$ cat src/rtl/hsmultacc_pipe_n.sv
// hsmultacc_pipe_n -- pipelined multiply-accumulate with a fixed latency.
//
// A slot presented with IN_VALID=1 at edge t updates PROD and pulses
// OUT_VALID at edge t+STAGES. Each slot carries its own signed/unsigned
// mode and accumulate select. In accumulate mode the addend is the PROD
// register itself, read at the final stage, so back-to-back accumulate
// slots need no bubbles. OVF is sticky until CLR or reset.
//
// Optional build macro HSMULTACC_SAT_EN: when defined, an overflowing sum
// clamps PROD to the representable limit of the slot's mode instead of
// wrapping modulo 2^P. When undefined no clamp logic exists.
//
// STAGES must lie in 2..5. Data registers are not reset; only the valid
// chain, PROD, OUT_VALID and OVF are.

module hsmultacc_pipe_n #(
  parameter int AA     = 6,
  parameter int BB     = 6,
  parameter int CC     = 12,
  parameter int P      = 12,
  parameter int STAGES = 3
) (
  input  logic          CLK,
  input  logic          RST_N,
  input  logic          IN_VALID,
  input  logic [AA-1:0] A,
  input  logic [BB-1:0] B,
  input  logic [CC-1:0] C,
  input  logic          MODE_SIGNED,
  input  logic          ACC_EN,
  input  logic          CLR,
  output logic          OUT_VALID,
  output logic [P-1:0]  PROD,
  output logic          OVF
);

  // Full product width, and the final-sum width: wide enough that the
  // sum of any extended product and any extended addend is exact.
  localparam int MW    = AA + BB;
  localparam int XW    = (MW > CC) ? MW : CC;
  localparam int SW    = ((XW > P) ? XW : P) + 1;
  // Register levels between stage 1 and the PROD register.
  localparam int DEPTH = STAGES - 1;

  // ---------------------------------------------------------------------
  // Arithmetic helpers
  // ---------------------------------------------------------------------

  // Product of A and B under the slot's mode. Both operands are extended
  // to MW bits, so the low MW bits of the product are exact in either mode.
  function automatic logic [MW-1:0] mul_op(input logic [AA-1:0] a,
                                           input logic [BB-1:0] b,
                                           input logic          sgn);
    logic signed [MW-1:0] ae;
    logic signed [MW-1:0] be;
    ae = {{BB{sgn & a[AA-1]}}, a};
    be = {{AA{sgn & b[BB-1]}}, b};
    return ae * be;
  endfunction

  // Extend the registered product to the sum width.
  function automatic logic signed [SW-1:0] ext_mul(input logic [MW-1:0] m,
                                                   input logic          sgn);
    return {{(SW-MW){sgn & m[MW-1]}}, m};
  endfunction

  // Extend the external addend to the sum width.
  function automatic logic signed [SW-1:0] ext_c(input logic [CC-1:0] c,
                                                 input logic          sgn);
    return {{(SW-CC){sgn & c[CC-1]}}, c};
  endfunction

  // Extend the accumulator value to the sum width.
  function automatic logic signed [SW-1:0] ext_acc(input logic [P-1:0] r,
                                                   input logic         sgn);
    return {{(SW-P){sgn & r[P-1]}}, r};
  endfunction

  // True when the exact sum does not fit in P bits under the slot's mode.
  // Unsigned: any bit above P-1 is set. Signed: bits SW-1..P-1 disagree.
  function automatic logic ovf_chk(input logic signed [SW-1:0] s,
                                   input logic                 sgn);
    logic [SW-P:0] top;
    top = s[SW-1:P-1];
    if (sgn) begin
      return !((&top) || !(|top));
    end
    return |top[SW-P:1];
  endfunction

`ifdef HSMULTACC_SAT_EN
  // Clamp an overflowing sum to the nearest representable value.
  function automatic logic [P-1:0] sat_res(input logic signed [SW-1:0] s,
                                           input logic                 sgn,
                                           input logic                 ovf);
    if (!ovf) begin
      return s[P-1:0];
    end
    if (!sgn) begin
      return '1;
    end
    if (s[SW-1]) begin
      return {1'b1, {(P-1){1'b0}}};
    end
    return {1'b0, {(P-1){1'b1}}};
  endfunction
`endif

  // ---------------------------------------------------------------------
  // Pipeline storage
  // ---------------------------------------------------------------------

  // Stage 1: captured operands and slot controls.
  logic [AA-1:0] a_p1;
  logic [BB-1:0] b_p1;
  logic [CC-1:0] c_p1;
  logic          sgn_p1;
  logic          acc_p1;
  logic          vld_p1;

  // Stages 2..STAGES: element k is the register level entered k+1 edges
  // after stage 1. The last element feeds the final add.
  logic [MW-1:0]    mul_pn [DEPTH];
  logic [CC-1:0]    c_pn   [DEPTH];
  logic [DEPTH-1:0] sgn_pn;
  logic [DEPTH-1:0] acc_pn;
  logic [DEPTH-1:0] vld_pn;

  // Final-stage combinational results.
  logic signed [SW-1:0] prod_x;
  logic signed [SW-1:0] add_x;
  logic signed [SW-1:0] sum_x;
  logic                 ovf_x;
  logic [P-1:0]         res_x;

  // ---- stage 1 -> stage 2..STAGES : operand capture and product pipe ----
  // Datapath registers: no reset, validity is tracked by the vld chain.
  always_ff @(posedge CLK) begin
    a_p1      <= A;
    b_p1      <= B;
    c_p1      <= C;
    sgn_p1    <= MODE_SIGNED;
    acc_p1    <= ACC_EN;
    mul_pn[0] <= mul_op(a_p1, b_p1, sgn_p1);
    c_pn[0]   <= c_p1;
    sgn_pn[0] <= sgn_p1;
    acc_pn[0] <= acc_p1;
    for (int k = 1; k < DEPTH; k++) begin
      mul_pn[k] <= mul_pn[k-1];
      c_pn[k]   <= c_pn[k-1];
      sgn_pn[k] <= sgn_pn[k-1];
      acc_pn[k] <= acc_pn[k-1];
    end
  end

  // ---- stage STAGES : extend, add against C or the accumulator, check ----
  // Final add and overflow detection for the slot leaving the pipe.
  always_comb begin
    prod_x = ext_mul(mul_pn[DEPTH-1], sgn_pn[DEPTH-1]);
    if (acc_pn[DEPTH-1]) begin
      add_x = ext_acc(PROD, sgn_pn[DEPTH-1]);
    end else begin
      add_x = ext_c(c_pn[DEPTH-1], sgn_pn[DEPTH-1]);
    end
    sum_x = prod_x + add_x;
    ovf_x = ovf_chk(sum_x, sgn_pn[DEPTH-1]);
`ifdef HSMULTACC_SAT_EN
    res_x = sat_res(sum_x, sgn_pn[DEPTH-1], ovf_x);
`else
    res_x = sum_x[P-1:0];
`endif
  end

  // Valid chain and result registers; CLR kills every in-flight slot and
  // takes priority over a slot arriving or completing on the same edge.
  always_ff @(posedge CLK or negedge RST_N) begin
    if (!RST_N) begin
      vld_p1    <= 1'b0;
      vld_pn    <= '0;
      OUT_VALID <= 1'b0;
      PROD      <= '0;
      OVF       <= 1'b0;
    end else if (CLR) begin
      vld_p1    <= 1'b0;
      vld_pn    <= '0;
      OUT_VALID <= 1'b0;
      PROD      <= '0;
      OVF       <= 1'b0;
    end else begin
      vld_p1    <= IN_VALID;
      vld_pn[0] <= vld_p1;
      for (int k = 1; k < DEPTH; k++) begin
        vld_pn[k] <= vld_pn[k-1];
      end
      OUT_VALID <= vld_pn[DEPTH-1];
      if (vld_pn[DEPTH-1]) begin
        PROD <= res_x;
        OVF  <= OVF | ovf_x;
      end
    end
  end

endmodule
$ cat config.mk
export PLATFORM = sky130hd
export DESIGN_NAME = hsmultacc_pipe_n
export DESIGN_NICKNAME = d
export VERILOG_FILES = /design/src/rtl/hsmultacc_pipe_n.sv
export SDC_FILE = /design/constraint.sdc
export NUM_CORES = 1
export LEC_CHECK = 0
export ABC_AREA = 1
export BUFFER_PORTS_ARGS = -buffer_cell sky130_fd_sc_hd__buf_2
export CORE_ASPECT_RATIO = 1.4
export CORE_MARGIN = 1.5
export CORE_UTILIZATION = 53
export CTS_CLUSTER_DIAMETER = 80
export CTS_CLUSTER_SIZE = 20
export DETAILED_ROUTE_END_ITERATION = 7
export HOLD_SLACK_MARGIN = 0.1
export PLACE_DENSITY_LB_ADDON = 0.3
export SYNTH_ARGS = -nofsm -noshare
export SYNTH_HDL_FRONTEND = slang
export SYNTH_SLANG_ARGS = --single-unit
$ cat constraint.sdc
create_clock -name CLK -period 3.93 [get_ports CLK]
set_input_delay 0.1965 -clock CLK [delete_from_list [all_inputs] [get_ports CLK]]
set_output_delay 0.1965 -clock CLK [all_outputs]
set_load 0.05 [all_outputs]
After elaboration in Yosys (flattened, before gate mapping). Memory sizes are Yosys's and may differ from the RTL's. Index checks and enable logic that the tools add are counted.

Register bits after elaboration: 47. RAM bits: 48. Bits of input ports: 30. Output and inout port bits: 14. Word-level logic and storage cells: 39. Memories: 2.

Memories: c_pn (depth 2, bits a word 12, read ports 2, clocked after Yosys merged registers in 0, write ports 2, line 124) `logic [CC-1:0] c_pn [DEPTH];`; mul_pn (depth 2, bits a word 12, read ports 2, clocked after Yosys merged registers in 0, write ports 2, line 123) `logic [MW-1:0] mul_pn [DEPTH];`.

Add/sub/neg operators: 1. Multiply operators: 1. Mux-type cells: 11. Bitwise gates (word level): 6. Reductions and logical operators: 6.

Operators with widths (number): 12-bit 2-to-1 mux (2); 13-bit adder (1); 13-bit 2-to-1 mux (1); 7-bit by 7-bit multiplier with 12-bit output (1); 1-bit 2-to-1 mux (7); 1-bit bitwise AND (5); 1-bit zero test (2); 2-bit 2-to-1 mux (1); 2-bit AND reduction (1); 2-bit nonzero test (1); 2-bit OR reduction (1); 1-bit logical OR (1); 1-bit OR (1).

Depth between registers and ports, before layout.
Word-level depth: 12. Gate-level depth with buffers: 19. Depth with buffers taken out: 19.

Least setup slack after synthesis. No wires, ideal clock.

Path type: register to register. Start: reg b_p1[5]. End: mem mul_pn[0][10] in the netlist's numbering. Setup time: 112 ps. Data arrival time: 4007 ps. Data required time: 3818 ps. Path slack: -189 ps. Stages on the path, launching flop included: 19. Buffers on the path: 0. Period minus slack after synthesis: 4119 ps. Cells stage by stage: dfxtp_1 -> nand2_4 -> or2_2 -> fa_1 -> fa_1 -> inv_1 -> fa_1 -> inv_1 -> fa_1 -> inv_1 -> ha_1 -> nand2_1 -> nand2_1 -> a21oi_1 -> nor2_1 -> o21ai_1 -> nand2_1 -> nand2_1 -> nand2_1.

RTL lines: start, declared (line 115) `logic [BB-1:0] b_p1;`; start signal, assigned (line 140) `b_p1 <= B;`; end, declared (line 123).

==> run metrics <==
Seq. cell area 0.002016 mm²; clock slew at reported path FFs 0.06 ns; Residual DRC 0; synthesis-stage register bit count 95; Crit-path slowest cell fa_1; Leak Pwr 3.016 nW; Final TNS setup 0 ns; combinational share of power 35.7%; post-route setup slack 0.1618 ns; core area 0.008295 mm²; hold depth 2; number of global-route vias before repair 3481; Max Cap Viol 0; WL met2 5003 µm; Internal 2.270 mW; worst skew pair latency 0.34 ns; total power per unit cell area 575.7 mW/mm²; Req. time, crit path 4.16 ns; Die ar. 0.009213 mm²; crit start category flip-flop; num rows 39; worst hold endpoint vld_pn[0]$_DFF_PN0_; initial DRC count 83; antenna violation net count after detailed routing 0; fin area 0.005847 mm²; highest routing layer actually used met4; Post-Route WL 8843 µm; die width 81.55 µm; Die Y 113.0 µm; cells on worst reg2reg path 17; total chip power 3.366 mW; Post-Syn Area 0.004578 mm²; WL/cell 12.69 µm; placed cell area 0.005025 mm²; RR Endpoint mul_pn[0][11]$_DFF_P_; Ports 44; final period utilization 95.88%; hpwl dp 6478 µm; synth warn 0; placed cells 646; Initial Util 55.19%; GR Overflow Total 0; filler cell count in the final layout 630; clk buf depth 2; Final setup viols 0; CTS tree done; Seq/Total Area, Yosys 43.40%; Synth area leader dfxtp_1; Post-Syn Nets 592; Synth cell types 31; total CTS buffers 9; Worst setup EP type flip-flop; Max FO, Critical Path 5; final std cells w/o fill 697; fraction of layout cells with a size suffix above 1 21.68%; switching power 1.096 mW; Global Route Usage Sum 20.81%; Final GP Congestion 0.9424; clk root buf clkbuf_16; Vias/cell 4.829; M1 WL 3346 µm; WP data arrival 4.00 ns; 1st-pass router iterations 5; TritonCTS Sinks 95; Met3 Routed Length 258 µm; # diodes 0; cells after synthesis 492; fin. max-slew vios 0; share of the synthesized area in the top cell type 34.11%; clock skew 0.008578 ns; worst min path class input pin to flip-flop; VDD IR max 0.0003819 V; Hold Slack 0.1284 ns; Final Hold Viols 0; Slew @ Worst Pin 0.8271 ns; first-pass GRT wire length 14480 µm; vias 3366; initial antenna violation count 0; Worst path most repeated cell fa_1; CTS H-tree depth 3; CP max stage delay 0.50 ns; R2R setup slack 0.16 ns; crit path kind flip-flop to flip-flop; largest net degree at the start of global routing 23; status completed; Slew headroom 44.78%; fin crit period 3.768 ns; worst reg2reg path startpoint sgn_p1$_DFF_P_; final core utilization 70.48%; Synth Area per Inst 9.305 µm²; dpl ws -0.1197 ns; maximum clock rate 0.2654 GHz; Clk network pwr share 29.7%; # port buffers 43; final net count 690; min-delay src CLR; top area cells in the synthesized netlist dfxtp_1, fa_1, ha_1; share of power burned in registers 34.6%; area grow syn2layout 27.71%; area of the multi-input gates 0.002297 mm²; crit path cell chain nand2_4 -> buf_4 -> buf_8 -> nor2_4 -> fa_1 -> inv_1 -> fa_1 -> fa_1 -> fa_1 -> inv_1 -> ha_4 -> a21oi_1 -> o21ai_1 -> a31oi_1 -> inv_1 -> nand2_1 -> nand2_1; switching share of power 32.56%
-- synth_stat cells --
cell / number
a21o_1: 1
a21oi_1: 27
a21oi_2: 1
a31oi_1: 2
clkbuf_1: 3
clkinv_2: 1
dfrtp_1: 17
dfxtp_1: 78
fa_1: 33
ha_1: 37
inv_1: 103
inv_2: 4
mux2_2: 2
nand2_1: 86
nand2_2: 3
nand2_4: 1
nand3_1: 17
nand4_1: 2
nor2_1: 28
nor2_2: 1
nor3_1: 1
o21ai_0: 17
o21ai_1: 1
o21ai_2: 1
o21bai_1: 3
o22ai_1: 3
o31ai_1: 2
or2_1: 1
or2_2: 2
xnor2_1: 5
xor2_1: 9
-- what timing repair did --
action                                 4_1_cts  5_1_grt
pin swaps                                    9       24
endpoints found under the hold margin       44        0
hold buffers                                28        0
setup endpoints to repair                    2        4
setup buffers                                1        6
gates resized for setup                      9       34
-- per-layer routing --
| layer | vias to the layer above | GRT usage (%) |
|---|---|---|
| met5 | - | 0 |
| met4 | 0 | 10.34 |
| met3 | 20 | 4.194 |
| met2 | 78 | 40.28 |
| met1 | 1561 | 19.71 |
| li1 | 1707 | - |
-- final cells by class --
class	instances	area share, %
inverters	108	6.955
flip-flops and latches	95	34.47
multi-input cells	286	39.29
clock inverters	6	1.969
clock buffers	10	4.087
repair buffers	90	11.04
well taps	102	2.183
-- sequential cells by signal, indices dropped and copies added (netlist names), 2 cells and up --
name    count
vld_pn      2
c_p1       12
mul_pn     24
acc_pn      2
a_p1        6
c_pn       24
PROD       12
sgn_pn      2
b_p1        6
-- how the worst max path moves through the flow --
| stage | start | to | slack, ns | cells past startpoint |
|---|---|---|---|---|
| 6_report | sgn_p1$_DFF_P_ | mul_pn[0][11]$_DFF_P_ | 0.16 | 17 |
| 5_1_grt | a_p1[2]$_DFF_P_ | mul_pn[0][10]$_DFF_P_ | -0.11 | 19 |
| 4_1_cts | sgn_p1$_DFF_P_ | mul_pn[0][10]$_DFF_P_ | 0.003 | 18 |
| 3_5_place_dp | sgn_p1$_DFF_P_ | mul_pn[0][11]$_DFF_P_ | -0.12 | 17 |
| 3_3_place_gp | sgn_p1$_DFF_P_ | mul_pn[0][11]$_DFF_P_ | 0.02 | 16 |
| 2_1_floorplan | b_p1[5]$_DFF_P_ | mul_pn[0][10]$_DFF_P_ | 0.02 | 18 |
-- layout by cell type (no fill, tap or decap), types with 17 or more instances in the layout --
master | netlist | final
a21oi_1 | 27 | 24
buf_2 | 0 | 43
buf_4 | 0 | 18
dfrtp_1 | 17 | 17
dfxtp_1 | 78 | 67
dlygate4sd3_1 | 0 | 28
fa_1 | 33 | 29
ha_1 | 37 | 32
inv_1 | 103 | 97
nand2_1 | 86 | 84
nand3_1 | 17 | 17
nor2_1 | 28 | 24
-- logic make-up (layout without fill, tap and decap cells) --
kind of cell	Yosys count	after routing	synth area share, %
simple gates	142	142	12.79
buf+inv	111	214	9.128
xor+xnor	14	14	2.678
fa+ha+maj	70	70	24.54
mux	2	2	0.4919
compound gates	58	58	6.969
flops	95	95	43.40
-- critical path: cells and delay by family, from the launching register on --
family | cells | cell delay (ns)
simple gates | 4 | 0.21
buf+inv | 5 | 0.43
fa+ha+maj | 5 | 2.24
flops | 1 | 0.36
compound gates | 3 | 0.42
-- power by group through the flow --
| stage | Clock (mW) | Combinational [mW] | Sequential, mW |
|---|---|---|---|
| final | 1.00 | 1.20 | 1.16 |
| after global routing | 1.05 | 1.36 | 1.18 |
| after CTS | 1.02 | 1.11 | 1.17 |
| after detailed placement | 0 | 1.06 | 1.19 |
| after global placement | 0 | 1.01 | 1.18 |
| after floorplan | 0 | 0.794 | 1.20 |
Note: power is estimated with default switching activity, not from simulation.
